**src/rtl/jtag_strap_pkg.sv**
```systemverilog
// Shared types for the JTAG/boot strap controller: FSM encoding, strap bit indices
// and a small state classification helper.
package jtag_strap_pkg;

  typedef enum logic [4:0] {
    StIdle     = 5'b00011,
    StSettle   = 5'b00101,
    StSample   = 5'b01001,
    StHandover = 5'b10001,
    StLocked   = 5'b11110
  } strap_state_e;

  localparam int unsigned StrapJtagIdx = 0;
  localparam int unsigned StrapBootIdx = 1;

  function automatic logic state_is_busy(input strap_state_e s);
    return (s == StSettle) || (s == StSample) || (s == StHandover);
  endfunction

endpackage

```
**src/rtl/jtag_strap_ctrl_if.sv**
```systemverilog
// Strap controller bus: padring/pwrmgr/lc inputs and the overlay-mux facing outputs.
interface jtag_strap_ctrl_if #(
  parameter int unsigned NumStraps = 2
);
  logic [NumStraps-1:0] strap_i;
  logic                 sample_req_i;
  logic                 lc_hw_debug_en_i;
  logic [NumStraps-1:0] strap_o;
  logic                 strap_valid_o;
  logic                 timeout_o;
  logic                 quiesce_o;
  logic                 jtag_en_o;
  logic                 busy_o;

  modport slave (
    input  strap_i, sample_req_i, lc_hw_debug_en_i,
    output strap_o, strap_valid_o, timeout_o, quiesce_o, jtag_en_o, busy_o
  );

  modport master (
    output strap_i, sample_req_i, lc_hw_debug_en_i,
    input  strap_o, strap_valid_o, timeout_o, quiesce_o, jtag_en_o, busy_o
  );
endinterface

```
**src/rtl/jtag_strap_debounce.sv**
```systemverilog
// Candidate register plus run-length counter; o_done flags the sample that completes
// DebounceCycles consecutive identical values of the whole strap vector.
module jtag_strap_debounce
  import jtag_strap_pkg::*;
#(
  parameter int unsigned Width          = 2,
  parameter int unsigned DebounceCycles = 8
) (
  input  logic             clk_i,
  input  logic             rst_ni,
  input  logic             i_load,
  input  logic             i_en,
  input  logic [Width-1:0] i_data,
  output logic [Width-1:0] o_cand,
  output logic             o_done
);

  localparam int unsigned CntW = $clog2(DebounceCycles + 1);
  localparam logic [CntW-1:0] CntMax  = CntW'(DebounceCycles);
  localparam logic [CntW-1:0] CntLast = CntW'(DebounceCycles - 1);

  logic [Width-1:0] r_cand;
  logic [CntW-1:0]  r_cnt;
  logic             w_match;

  assign w_match = (i_data == r_cand);

  // Candidate tracking; any mismatch restarts the run with the new value.
  always_ff @(posedge clk_i or negedge rst_ni) begin
    if (!rst_ni) begin
      r_cand <= {Width{1'b0}};
      r_cnt  <= {CntW{1'b0}};
    end else if (i_load) begin
      r_cand <= i_data;
      r_cnt  <= {CntW{1'b0}};
    end else if (i_en) begin
      if (!w_match) begin
        r_cand <= i_data;
        r_cnt  <= {CntW{1'b0}};
      end else if (r_cnt != CntMax) begin
        r_cnt <= r_cnt + CntW'(1);
      end else begin
        r_cnt <= r_cnt;
      end
    end else begin
      r_cand <= r_cand;
      r_cnt  <= r_cnt;
    end
  end

  assign o_cand = r_cand;
  assign o_done = i_en & w_match & (r_cnt == CntLast);

endmodule

```
**src/rtl/jtag_strap_param_chk.sv**
```systemverilog
// Elaboration-time legality check of the strap controller parameter set.
module jtag_strap_param_chk #(
  parameter int unsigned SettleCycles   = 4,
  parameter int unsigned DebounceCycles = 8,
  parameter int unsigned TimeoutCycles  = 256,
  parameter int unsigned QuiesceCycles  = 2
) ();

  if ((DebounceCycles < 1) || (TimeoutCycles <= DebounceCycles + 1) ||
      (QuiesceCycles < 1) || (SettleCycles < 1)) begin : g_bad_params
    $error("jtag_strap_ctrl: illegal parameter set");
  end

endmodule

```
**src/rtl/jtag_strap_ctrl.sv**
```systemverilog
// Strap sampling, debounce, lifecycle qualification and JTAG/SPI pad handover sequencing.
// Optional: define JTAG_STRAP_RESAMPLE_EN to allow re-sampling from Locked on sample_req_i.
module jtag_strap_ctrl
  import jtag_strap_pkg::*;
#(
  parameter int unsigned SettleCycles   = 4,
  parameter int unsigned DebounceCycles = 8,
  parameter int unsigned TimeoutCycles  = 256,
  parameter int unsigned QuiesceCycles  = 2,
  parameter int unsigned NumStraps      = 2
) (
  input logic               clk_i,
  input logic               rst_ni,
  jtag_strap_ctrl_if.slave  bus
);

  localparam int unsigned SetW  = $clog2(SettleCycles + 1);
  localparam int unsigned ToW   = $clog2(TimeoutCycles + 1);
  localparam int unsigned HandW = $clog2(QuiesceCycles + 1);

  logic [NumStraps-1:0] r_sync1, r_sync2;
  strap_state_e         r_state, w_state_nxt;
  logic [SetW-1:0]      r_settle_cnt;
  logic [ToW-1:0]       r_to_cnt;
  logic [HandW-1:0]     r_hand_cnt;
  logic [NumStraps-1:0] r_strap, w_strap_nxt, w_deb_cand;
  logic r_valid, r_timeout, r_quiesce, r_jtag_en, r_busy;
  logic w_valid_nxt, w_timeout_nxt, w_quiesce_nxt, w_jtag_en_nxt, w_busy_nxt;
  logic w_deb_done, w_settle_done, w_timeout_hit, w_hand_done, w_lc_en;

  jtag_strap_param_chk #(
    .SettleCycles(SettleCycles), .DebounceCycles(DebounceCycles),
    .TimeoutCycles(TimeoutCycles), .QuiesceCycles(QuiesceCycles)
  ) u_param_chk ();

`ifdef JTAG_STRAP_RESAMPLE_EN
  logic w_req;
  assign w_req = bus.sample_req_i;
`else
  logic w_unused_sample_req;
  assign w_unused_sample_req = bus.sample_req_i;
`endif

  assign w_lc_en = bus.lc_hw_debug_en_i;

  // Two-flop synchronizer for the asynchronous strap pads.
  always_ff @(posedge clk_i or negedge rst_ni) begin
    if (!rst_ni) begin
      r_sync1 <= {NumStraps{1'b0}};
      r_sync2 <= {NumStraps{1'b0}};
    end else begin
      r_sync1 <= bus.strap_i;
      r_sync2 <= r_sync1;
    end
  end

  jtag_strap_debounce #(
    .Width(NumStraps), .DebounceCycles(DebounceCycles)
  ) u_debounce (
    .clk_i  (clk_i),
    .rst_ni (rst_ni),
    .i_load (r_state != StSample),
    .i_en   (r_state == StSample),
    .i_data (r_sync2),
    .o_cand (w_deb_cand),
    .o_done (w_deb_done)
  );

  // Per-state saturating counters, held at zero outside their own state.
  always_ff @(posedge clk_i or negedge rst_ni) begin
    if (!rst_ni) begin
      r_settle_cnt <= {SetW{1'b0}};
      r_to_cnt     <= {ToW{1'b0}};
      r_hand_cnt   <= {HandW{1'b0}};
    end else begin
      if (r_state != StSettle)                          r_settle_cnt <= {SetW{1'b0}};
      else if (r_settle_cnt != SetW'(SettleCycles))     r_settle_cnt <= r_settle_cnt + SetW'(1);
      else                                              r_settle_cnt <= r_settle_cnt;
      if (r_state != StSample)                          r_to_cnt <= {ToW{1'b0}};
      else if (r_to_cnt != ToW'(TimeoutCycles))         r_to_cnt <= r_to_cnt + ToW'(1);
      else                                              r_to_cnt <= r_to_cnt;
      if (r_state != StHandover)                        r_hand_cnt <= {HandW{1'b0}};
      else if (r_hand_cnt != HandW'(QuiesceCycles))     r_hand_cnt <= r_hand_cnt + HandW'(1);
      else                                              r_hand_cnt <= r_hand_cnt;
    end
  end

  assign w_settle_done = (r_state == StSettle)   && (r_settle_cnt == SetW'(SettleCycles - 1));
  assign w_timeout_hit = (r_state == StSample)   && (r_to_cnt == ToW'(TimeoutCycles - 1));
  assign w_hand_done   = (r_state == StHandover) && (r_hand_cnt == HandW'(QuiesceCycles));

  // State register; reset lands in Settle so straps are sampled without a request.
  always_ff @(posedge clk_i or negedge rst_ni) begin
    if (!rst_ni) r_state <= StSettle;
    else         r_state <= w_state_nxt;
  end

  // Next-state logic.
  always_comb begin
    w_state_nxt = r_state;
    case (r_state)
`ifdef JTAG_STRAP_RESAMPLE_EN
      StIdle:     w_state_nxt = w_req ? StSettle : StIdle;
`endif
      StSettle:   w_state_nxt = w_settle_done ? StSample : StSettle;
      StSample:   w_state_nxt = (w_deb_done || w_timeout_hit) ? StHandover : StSample;
      StHandover: w_state_nxt = w_hand_done ? StLocked : StHandover;
`ifdef JTAG_STRAP_RESAMPLE_EN
      StLocked:   w_state_nxt = w_req ? StSettle : StLocked;
`else
      StLocked:   w_state_nxt = StLocked;
`endif
      default:    w_state_nxt = StLocked;
    endcase
  end

  // Next values of the registered outputs; losing debug enable always drops jtag_en.
  always_comb begin
    w_strap_nxt   = r_strap;
    w_valid_nxt   = r_valid;
    w_timeout_nxt = r_timeout;
    w_quiesce_nxt = 1'b0;
    w_jtag_en_nxt = r_jtag_en & w_lc_en;
    case (r_state)
`ifdef JTAG_STRAP_RESAMPLE_EN
      StIdle: begin
        if (w_req) begin
          w_valid_nxt   = 1'b0;
          w_timeout_nxt = 1'b0;
        end else begin
          w_valid_nxt   = r_valid;
        end
      end
`endif
      StSettle: begin
        w_valid_nxt   = 1'b0;
        w_timeout_nxt = 1'b0;
      end
      StSample: begin
        if (w_deb_done) begin
          w_strap_nxt   = w_deb_cand;
          w_quiesce_nxt = 1'b1;
        end else if (w_timeout_hit) begin
          w_strap_nxt   = {NumStraps{1'b0}};
          w_timeout_nxt = 1'b1;
          w_quiesce_nxt = 1'b1;
        end else begin
          w_quiesce_nxt = 1'b0;
        end
      end
      StHandover: begin
        if (w_hand_done) begin
          w_quiesce_nxt = 1'b0;
          w_valid_nxt   = 1'b1;
        end else begin
          w_quiesce_nxt = 1'b1;
        end
        if (r_hand_cnt == {HandW{1'b0}}) w_jtag_en_nxt = r_strap[StrapJtagIdx] & w_lc_en;
        else                             w_jtag_en_nxt = r_jtag_en & w_lc_en;
      end
      StLocked: begin
`ifdef JTAG_STRAP_RESAMPLE_EN
        if (w_req) begin
          w_valid_nxt   = 1'b0;
          w_timeout_nxt = 1'b0;
        end else begin
          w_valid_nxt   = r_valid;
        end
`else
        w_strap_nxt = r_strap;
`endif
      end
      default: begin
        w_jtag_en_nxt = 1'b0;
        w_quiesce_nxt = 1'b0;
      end
    endcase
    w_busy_nxt = state_is_busy(w_state_nxt);
  end

  // Output registers.
  always_ff @(posedge clk_i or negedge rst_ni) begin
    if (!rst_ni) begin
      r_strap   <= {NumStraps{1'b0}};
      r_valid   <= 1'b0;
      r_timeout <= 1'b0;
      r_quiesce <= 1'b0;
      r_jtag_en <= 1'b0;
      r_busy    <= 1'b0;
    end else begin
      r_strap   <= w_strap_nxt;
      r_valid   <= w_valid_nxt;
      r_timeout <= w_timeout_nxt;
      r_quiesce <= w_quiesce_nxt;
      r_jtag_en <= w_jtag_en_nxt;
      r_busy    <= w_busy_nxt;
    end
  end

  assign bus.strap_o       = r_strap;
  assign bus.strap_valid_o = r_valid;
  assign bus.timeout_o     = r_timeout;
  assign bus.quiesce_o     = r_quiesce;
  assign bus.jtag_en_o     = r_jtag_en;
  assign bus.busy_o        = r_busy;

endmodule

```
**src/flat_wrapper.sv**
```systemverilog
// flat-port wrapper written by rule: the top's interface ports become plain ports
module jtag_strap_ctrl_flat import jtag_strap_pkg::*;
#(
  parameter int unsigned SettleCycles   = 4,
  parameter int unsigned DebounceCycles = 8,
  parameter int unsigned TimeoutCycles  = 256,
  parameter int unsigned QuiesceCycles  = 2,
  parameter int unsigned NumStraps      = 2
)
  (clk_i, rst_ni, bus_strap_i, bus_sample_req_i, bus_lc_hw_debug_en_i, bus_strap_o, bus_strap_valid_o, bus_timeout_o, bus_quiesce_o, bus_jtag_en_o, bus_busy_o);
  jtag_strap_ctrl_if #(.NumStraps(NumStraps)) bus_i ();
  input logic clk_i;
  input logic rst_ni;
  input wire logic [$bits(bus_i.strap_i)-1:0] bus_strap_i;
  input wire logic [$bits(bus_i.sample_req_i)-1:0] bus_sample_req_i;
  input wire logic [$bits(bus_i.lc_hw_debug_en_i)-1:0] bus_lc_hw_debug_en_i;
  output wire logic [$bits(bus_i.strap_o)-1:0] bus_strap_o;
  output wire logic [$bits(bus_i.strap_valid_o)-1:0] bus_strap_valid_o;
  output wire logic [$bits(bus_i.timeout_o)-1:0] bus_timeout_o;
  output wire logic [$bits(bus_i.quiesce_o)-1:0] bus_quiesce_o;
  output wire logic [$bits(bus_i.jtag_en_o)-1:0] bus_jtag_en_o;
  output wire logic [$bits(bus_i.busy_o)-1:0] bus_busy_o;
  assign bus_i.strap_i = bus_strap_i;
  assign bus_i.sample_req_i = bus_sample_req_i;
  assign bus_i.lc_hw_debug_en_i = bus_lc_hw_debug_en_i;
  assign bus_strap_o = bus_i.strap_o;
  assign bus_strap_valid_o = bus_i.strap_valid_o;
  assign bus_timeout_o = bus_i.timeout_o;
  assign bus_quiesce_o = bus_i.quiesce_o;
  assign bus_jtag_en_o = bus_i.jtag_en_o;
  assign bus_busy_o = bus_i.busy_o;
  jtag_strap_ctrl #(.SettleCycles(SettleCycles), .DebounceCycles(DebounceCycles), .TimeoutCycles(TimeoutCycles), .QuiesceCycles(QuiesceCycles), .NumStraps(NumStraps)) u_core (.clk_i(clk_i), .rst_ni(rst_ni), .bus(bus_i));
endmodule
```
**config.mk**
```make
export PLATFORM = sky130hd
export DESIGN_NAME = jtag_strap_ctrl_flat
export DESIGN_NICKNAME = d
export VERILOG_FILES = /design/src/rtl/jtag_strap_pkg.sv /design/src/rtl/jtag_strap_ctrl_if.sv /design/src/rtl/jtag_strap_debounce.sv /design/src/rtl/jtag_strap_param_chk.sv /design/src/rtl/jtag_strap_ctrl.sv /design/src/flat_wrapper.sv
export SDC_FILE = /design/constraint.sdc
export NUM_CORES = 1
export LEC_CHECK = 0
export ABC_AREA = 1
export CAP_MARGIN = 30
export CORE_MARGIN = 2
export CORE_UTILIZATION = 45
export CTS_BUF_LIST = sky130_fd_sc_hd__clkbuf_2
export DETAILED_ROUTE_END_ITERATION = 8
export DONT_BUFFER_PORTS = 1
export GPL_ROUTABILITY_DRIVEN = 0
export HOLD_SLACK_MARGIN = 0.1
export REMOVE_ABC_BUFFERS = 1
export SLEW_MARGIN = 20
export SYNTH_ARGS = -nofsm -noshare
export SYNTH_HDL_FRONTEND = slang
export SYNTH_SLANG_ARGS = --single-unit
```
**constraint.sdc**
```tcl
create_clock -name clk_i -period 4.1 [get_ports clk_i]
set_input_delay 0.82 -clock clk_i [delete_from_list [all_inputs] [get_ports clk_i]]
set_output_delay 0.82 -clock clk_i [all_outputs]
set_load 0.02 [all_outputs]
```
### Word-level counts from Yosys, hierarchy flattened

Index checks and enable logic that the tools add are counted.

| operators by class | value |
|---|---|
| $add $sub $neg | 4 |
| multiply operators | 0 |
| div/mod/pow operators | 0 |
| $lt $le $gt $ge | 0 |
| equal/unequal tests | 24 |
| shift operators | 0 |
| muxes and demuxes | 30 |
| bitwise logic cells | 4 |
| reductions and logical operators | 20 |

Operators with widths:

| kind | count |
|---|---|
| 2-to-1 mux 4 bit | 6 |
| 2-to-1 mux 9 bit | 2 |
| equality test 5 bit (second input constant) | 3 |
| case mux 5 bit (3 select lines) | 1 |
| 2-to-1 mux 2 bit | 7 |
| nonzero test 2 bit | 7 |
| equality test 5 x 3 -> 1 bit (second input constant) | 2 |
| equality test 5 x 4 -> 1 bit (second input constant) | 2 |
| adder 9 x 1 -> 9 bit (second input constant) | 1 |
| equality test 9 x 8 -> 1 bit (second input constant) | 1 |
| inequality test 9 bit (second input constant) | 1 |
| case mux 1 bit (2 select lines) | 4 |
| AND reduction 2 bit | 4 |
| 2-to-1 mux 1 bit | 7 |
| 2-to-1 mux 3 bit | 2 |
| inequality test 2 bit (second input constant) | 3 |
| 2-to-1 mux 5 bit | 1 |
| inequality test 5 x 3 -> 1 bit (second input constant) | 1 |
| inequality test 5 x 4 -> 1 bit (second input constant) | 1 |
| inequality test 5 bit (second input constant) | 1 |
| adder 4 x 1 -> 4 bit (second input constant) | 1 |
| AND 1 bit | 4 |
| equality test 4 x 3 -> 1 bit (second input constant) | 1 |
| inequality test 2 x 1 -> 1 bit (second input constant) | 2 |
| other kinds (13) | 17 |

| word-level totals | value |
|---|---|
| bits in registers | 36 |
| bits in latches | 0 |
| bits in writable memories | 0 |
| ROM bits | 0 |
| input bits | 6 |
| output and inout bits | 7 |
| logic and storage cells | 96 |
| memories kept | 0 |

### Depth between registers and ports, before layout

Gate-level depths: netlist (run 1).

| logic depth | value |
|---|---|
| word-level depth | 9 |
| gate-level depth with buffers | 11 |
| depth with buffers taken out | 11 |

### By module

From an unflattened synthesis (run 1), not the netlist that was laid out.

| second synthesis, totals | value |
|---|---|
| cell total of the unflattened synthesis | 219 |
| area, all modules | 1901.8 um2 |

By module, submodules not included:

| module | instances | cells each | area each (um2) |
|---|---|---|---|
| jtag_strap_ctrl | 1 | 162 | 1471.4 |
| jtag_strap_debounce | 1 | 57 | 430.4 |

### Least setup slack after synthesis (run 1)

No wires, ideal clock.

| path | value |
|---|---|
| path kind | register -> register |
| from | register u_core.r_to_cnt[0] |
| to | register u_core.r_timeout (netlist: u_core.bus.timeout_o) |
| setup time | 117 ps |
| data arrival time | 1391 ps |
| required time | 3983 ps |
| path slack | 2592 ps |
| cell stages (with the launch flop) | 12 |
| period minus slack after synthesis | 1508 ps |
| path through | dfrtp_1 ha_1 nand3_1 nor2_1 nand2_1 nor3_1 ha_1 inv_1 nand2_1 nand3_1 nand2_1 nand2_1 |

| on the way | value |
|---|---|
| word-level cells in the longest chain between the ends | 4 |

RTL lines:

| item | RTL line | source |
|---|---|---|
| start: declaration | jtag_strap_ctrl.sv:24 | `logic [ToW-1:0] r_to_cnt;` |
| start signal: assignment | jtag_strap_ctrl.sv:73 | `r_to_cnt <= {ToW{1'b0}};` |
| start signal: assignment | jtag_strap_ctrl.sv:79 | `if (r_state != StSample) r_to_cnt <= {ToW{1'b0}};` |
| start signal: assignment | jtag_strap_ctrl.sv:80 | `else if (r_to_cnt != ToW'(TimeoutCycles)) r_to_cnt <= r_to_cnt + ToW'(1);` |
| equality test 9 x 8 -> 1 bit | jtag_strap_ctrl.sv:89 | `assign w_timeout_hit = (r_state == StSample) && (r_to_cnt == ToW'(TimeoutCycles - 1));` |
| logical AND 1 bit | jtag_strap_ctrl.sv:89 |  |
| inequality test 2 x 1 -> 1 bit (no line) | -- |  |
| AND reduction 3 bit (no line) | -- |  |
| end signal: assignment | jtag_strap_ctrl.sv:193 | `r_timeout <= w_timeout_nxt;` |
| end: declaration | jtag_strap_ctrl.sv:27 | `logic r_valid, r_timeout, r_quiesce, r_jtag_en, r_busy;` |

No other way between the ends.
A chain may end at the register's enable or synchronous reset.

### Final worst setup path (run 1)

| path | value |
|---|---|
| from | register u_core.r_to_cnt[0] |
| to | register u_core.r_strap[0] (netlist: u_core.bus.strap_o[0]) |

| on the way | value |
|---|---|
| word-level cells in the longest chain between the ends | 4 |

RTL lines:

| item | RTL line | source |
|---|---|---|
| equality test 9 x 8 -> 1 bit | jtag_strap_ctrl.sv:89 |  |
| logical AND 1 bit | jtag_strap_ctrl.sv:89 |  |
| nonzero test 2 bit (no line) | -- |  |
| AND reduction 2 bit (no line) | -- |  |
| end signal: assignment | jtag_strap_ctrl.sv:184 | `r_strap <= {NumStraps{1'b0}};` |
| end signal: assignment | jtag_strap_ctrl.sv:191 | `r_strap <= w_strap_nxt;` |
| end: declaration | jtag_strap_ctrl.sv:26 | `logic [NumStraps-1:0] r_strap, w_strap_nxt, w_deb_cand;` |

No other way between the ends.

==> out/metrics.yaml, run 1 <==
crit_fanout: 3
stdcell_count: 241
numCtsBuffers: 5
ys_types: 24
grt_first_pass_wirelength_um: 4940
die-area_mm2: 0.00425
ir_drop_mv: 0.152
worstPathCellList: "ha_1, nand3_1, nor2_1, nand2_1, nor3_1, ha_1, nand2_1, nand3_1, o21ai_0"
die_y_um: 65.2
cts_tree: "built"
initial_core_util: 0.464
rows: 22
antenna_found_initial: 0
crit_arrival_ns: 2.00
pre_cts_ws_ns: 2.38
worst_path_largest_cell_delay_ns: 0.41
place_area_mm2: 0.00173
num_antenna_cells: 0
critPathBufInv: 0
synthArstFlopShare: 1.00
drtIter0Drc: 56
grt_pass1_vias: 1186
cts.sinks: 36
gr-total-overflow: 0
rsz0062_at_grt: "false"
postSynthAreaPerCell_um2: 9.07
finalMaxSlewViolations: 0
finalWirelength_um: 2800
cts_setup_buffers: 0
synthesis.area_mm2: 0.00169
cap_viol_max_count: 0
portBuffers: 0
h-tree-depth: 2
final_core_util: 0.491
layout_min_cycle_time_ns: 1.72
dp_cells: 231
synth_commonest_cells: "dfrtp_1 (34), nand2_1 (34), inv_1 (29), nand3_1 (18), nor2_1 (13)"
p_leak_nw: 0.827
dieWidth_um: 65.2
powerDensity_mw_per_mm2: 294
cts_resized: 0
path_clk_slew_ns: 0.18
tns_ns: 0
ys_ff_latch: 36
worst-path-stages: 9
grt_max_degree: 20
clockBufferDepth: 2
fin_nets: 208
viasPerCell: 4.97
met3_usage: 0.0514
setup_violations: 0
root_buffer: "clkbuf_2"
busiest_layer: "met2"
synth-main-ff-cell: "dfrtp_1"
worstRegToRegCells: 9
ys_top_cells_by_area: "dfrtp_1 (50%), nand2_1 (7.6%), ha_1 (7.4%), inv_1 (6.5%), nand3_1 (5.3%)"
hold_path.class: "in -> async"
fmax_mhz: 583
core_mm2: 0.00363
synth_top_area_cell: "dfrtp_1"
vias: 1198
run_status: "finished clean"
worst_clock_skew_ns: 0.0161
crit_slowest_cell: "dfrtp_1"
wl_per_cell_um: 11.6
critPathKind: "reg -> reg"
drive_above_1_share: 0.0829
syn2layout_area_growth_pct: 5.86
cp-start-kind: "flip-flop"
first_pass_iters: 4
yosys_warnings: 0
hold_ws_ns: 0.254
yosysSeqAreaShare: 0.536
use_met1: 0.197
io_pins: 13
post-route-drc-count: 0
finalWorstSetupSlack_ns: 2.38
synthDominantCellAreaShare: 0.504
max-slew-margin-rel: 0.472
clk_latency_ns: 0.37
period_share: 0.418
syn_inst: 186
dpl.hpwl_um: 1990
synth_edf_count: 0
grt.met2_usage: 0.236
cp_top_family: "simple AND/OR/NAND/NOR gates"
grt_usage: 0.153
tightest_slew_ns: 0.789
final_cell_area_mm2: 0.00179
critPathRequiredTime_ns: 4.38
timing.final.hold_violations: 0
finalPower_uw: 525
cp-end-kind: "flip-flop"
ant_nets: 0
final timing paths:
kind | from | to | slack (ns)
worst max-delay path | u_core.r_to_cnt[0] | u_core.bus.strap_o[0] | 2.38
worst min-delay path | rst_ni | u_core.r_state[0] | 0.25
worst max register to register | u_core.r_to_cnt[0] | u_core.bus.strap_o[0] | 2.38
worst min register to register | u_core.r_sync1[0] | u_core.r_sync2[0] | 0.35
max in group asynchronous | rst_ni | u_core.r_state[3] | 2.67
min in group clk_i | u_core.r_sync1[0] | u_core.r_sync2[0] | 0.35
cell families after synthesis:
| kind of cell | Yosys count | share of synthesized area |
|---|---|---|
| XOR/XNOR | 3 | 0.0156 |
| AO/OA/AOI/OAI | 23 | 0.0705 |
| AND/OR/NAND/NOR | 81 | 0.226 |
| buffers and inverters | 33 | 0.0779 |
| flip-flops | 36 | 0.536 |
| adder cells (fa/ha/maj) | 10 | 0.0742 |
cell type report:
cell class / count / area [µm²]
timing repair buffer: 2 / 20.0
tap: 48 / 60.1
fill: 355 / 1850
multi-input combinational: 117 / 652
inverter: 30 / 113
sequential: 36 / 903
clock buffer: 6 / 30.0
clock inverter: 2 / 7.51
metal layers:
metal | up-vias | part of all wire
li1 | 608 | -
met1 | 565 | 0.47
met2 | 19 | 0.48
met3 | 6 | 0.036
met4 | 0 | 0.019
met5 | - | 0
placed cells by master (no fill, tap or decap), drive strengths merged:
cell type,Yosys,layout
clkbuf,2,6
nand3b,1,1
nor2,14,14
dfstp,2,2
nand3,21,21
xnor2,1,1
ha,10,10
clkinv,0,2
o21ai,13,13
inv,30,30
nor3,7,7
a21oi,8,8
dfrtp,34,34
dlygate4sd3,0,2
xor2,2,2
a31oi,1,1
nor3b,1,1
nand4,1,1
nand2,36,36
o31ai,1,1
power by group:
group | switching [mW] | total (mW) | internal, mW
sequential | 0.00143 | 0.360 | 0.358
combinational | 0.00849 | 0.0111 | 0.00257
clock | 0.113 | 0.154 | 0.0411
sequential cells by signal, indices dropped and copies added (netlist names):
register	cells
u_core.u_debounce.o_cand	2
u_core.bus.busy_o	1
u_core.bus.timeout_o	1
u_core.bus.strap_o	2
u_core.u_debounce.r_cnt	4
u_core.r_to_cnt	9
u_core.bus.quiesce_o	1
u_core.r_settle_cnt	3
u_core.r_sync1	2
u_core.r_hand_cnt	2
u_core.bus.jtag_en_o	1
u_core.bus.strap_valid_o	1
u_core.r_state	5
u_core.r_sync2	2
timing repair:
item / in CTS / in global routing
hold buffers: 1 / 1
setup endpoints to repair: 0 / 0
hold endpoints to repair: 18 / 16
Power figures use the tool's default switching activity.
==> run 2: changes to the inputs <==
clock period = 1.7 ns   (was 4.1 ns; I/O delays follow)
==> out/metrics.yaml, run 2 (synthesis results as in run 1) <==
run_status: "finished clean"
portBuffers: 0
die-area_mm2: 0.00425
clk_latency_ns: 0.38
tns_ns: 0
vias: 1208
post-route-drc-count: 0
tightest_slew_ns: 0.460
numCtsBuffers: 5
switching_share: 0.212
intPower_mw: 1.13
timing.final.hold_violations: 0
cp_top_family: "simple AND/OR/NAND/NOR gates"
crit_fanout: 3
regToRegSetupSlack_ns: 0.11
hold_path.class: "in -> reg"
crit_arrival_ns: 1.88
first_pass_iters: 4
combPwrFrac: 0.026
crit_path_frequent_cell: "nand2_1"
mostFrequentLayoutCells: "nand2_1 (34), dfrtp_1 (34), inv_1 (29), nand3_1 (17), nor2_1 (13)"
period_share: 0.935
layout_min_cycle_time_ns: 1.59
initial_core_util: 0.464
gr-total-overflow: 0
drive_above_1_share: 0.135
cp-start-kind: "flip-flop"
final_cell_area_mm2: 0.00190
wl_per_cell_um: 11.7
pre_cts_ws_ns: -0.000721
clkPwrFrac: 0.370
crit_slowest_cell: "dfrtp_1"
grt_usage: 0.152
ir_drop_mv: 0.487
worst_path_largest_cell_delay_ns: 0.41
top_regs: "u_core.r_to_cnt: 9 flops, u_core.r_state: 5 flops, u_core.u_debounce.r_cnt: 4 flops"
max-slew-margin-rel: 0.691
finalWorstSetupSlack_ns: 0.111
critPathBufInv: 1
cts.sinks: 36
drtIter0Drc: 67
critPathRequiredTime_ns: 2.00
root_buffer: "clkbuf_2"
path_clk_slew_ns: 0.18
h-tree-depth: 2
nFillCells: 336
core_mm2: 0.00363
ant_nets: 0
dieWidth_um: 65.2
final_core_util: 0.522
largest_reg_flops: 9
stdcell_count: 248
die_y_um: 65.2
p_leak_nw: 0.876
clockBufferDepth: 2
finalWirelength_um: 2900
grt_max_degree: 37
dpl.hpwl_um: 2100
place_area_mm2: 0.00174
grt_first_pass_wirelength_um: 4860
io_pins: 13
finalMaxSlewViolations: 0
num_antenna_cells: 0
rows: 22
syn2layout_area_growth_pct: 12.5
grt_pass1_vias: 1157
fin_nets: 215
fmax_mhz: 629
p_sw_uw: 304
viasPerCell: 4.87
cap_viol_max_count: 0
regMostFlops: "u_core.r_to_cnt"
worstPathCellList: "ha_2, nand3_2, nor2_1, nand2_1, nor3_2, ha_2, inv_1, nand2_1, nand3_1, nand2_1, nand2_1"
seqPwrFrac: 0.604
setup_violations: 0
finalPower_mw: 1.44
powerDensity_mw_per_mm2: 757
cts_tree: "built"
cp-end-kind: "flip-flop"
antenna_found_initial: 0
critPathKind: "reg -> reg"
hold_ws_ns: 0.228
dp_cells: 232
worst_clock_skew_ns: 0.0249
run 2: final timing paths:
check / end / cells after the start / startpoint
setup / recovery: u_core.bus.timeout_o / 11 / u_core.r_to_cnt[1]
hold / removal: u_core.bus.jtag_en_o / 4 / bus_lc_hw_debug_en_i
setup reg to reg: u_core.bus.timeout_o / 11 / u_core.r_to_cnt[1]
min in group asynchronous: u_core.bus.quiesce_o / 2 / rst_ni
max in group asynchronous: u_core.r_state[2] / 2 / rst_ni
hold reg to reg: u_core.r_sync2[0] / 0 / u_core.r_sync1[0]
run 2: power by group through the flow:
stage | Sequential [mW] | Combinational (mW) | Clock (mW)
after detailed placement | 0.884 | 0.00955 | 0
after floorplan | 0.883 | 0.00743 | 0
after global routing | 0.869 | 0.0425 | 0.589
final | 0.868 | 0.0375 | 0.531
after CTS | 0.868 | 0.0393 | 0.555
after global placement | 0.883 | 0.00860 | 0
run 2: final cells by class:
type | instances | area (µm²) | area share
Multi-Input combinational cell | 117 | 667 | 0.351
Clock buffer | 6 | 30.0 | 0.0158
Tap cell | 48 | 60.1 | 0.0316
Clock inverter | 2 | 35.0 | 0.0185
Inverter | 30 | 113 | 0.0593
Timing Repair Buffer | 9 | 90.1 | 0.0475
Sequential cell | 36 | 903 | 0.476
run 2: layer usage:
layer | GRT usage | up-vias | routed length [µm]
met1 | 0.171 | 568 | 1260
met4 | 0.0703 | 0 | 22
met3 | 0.0514 | 2 | 123
met2 | 0.258 | 18 | 1500
met5 | 0 | - | 0
li1 | - | 620 | -
run 2: worst min-delay path: cells and delay by family:
family             cells  cell delay (ns)
AOI/OAI and AO/OA      2             0.14
and+or+nand+nor        2             0.11
run 2: repair_timing:
item	4_1_cts	5_1_grt
buffers inserted	0	3
gates resized for setup	2	2
hold buffers	5	0
endpoints found under the setup margin	1	5
endpoints found under the hold margin	39	0
pin swaps	1	2
==> run 3: changes to the inputs <==
GPL_ROUTABILITY_DRIVEN = default   (was 0)
==> results of run 3 <==
The final DEF is identical to that of run 2; final timing and power are the same.
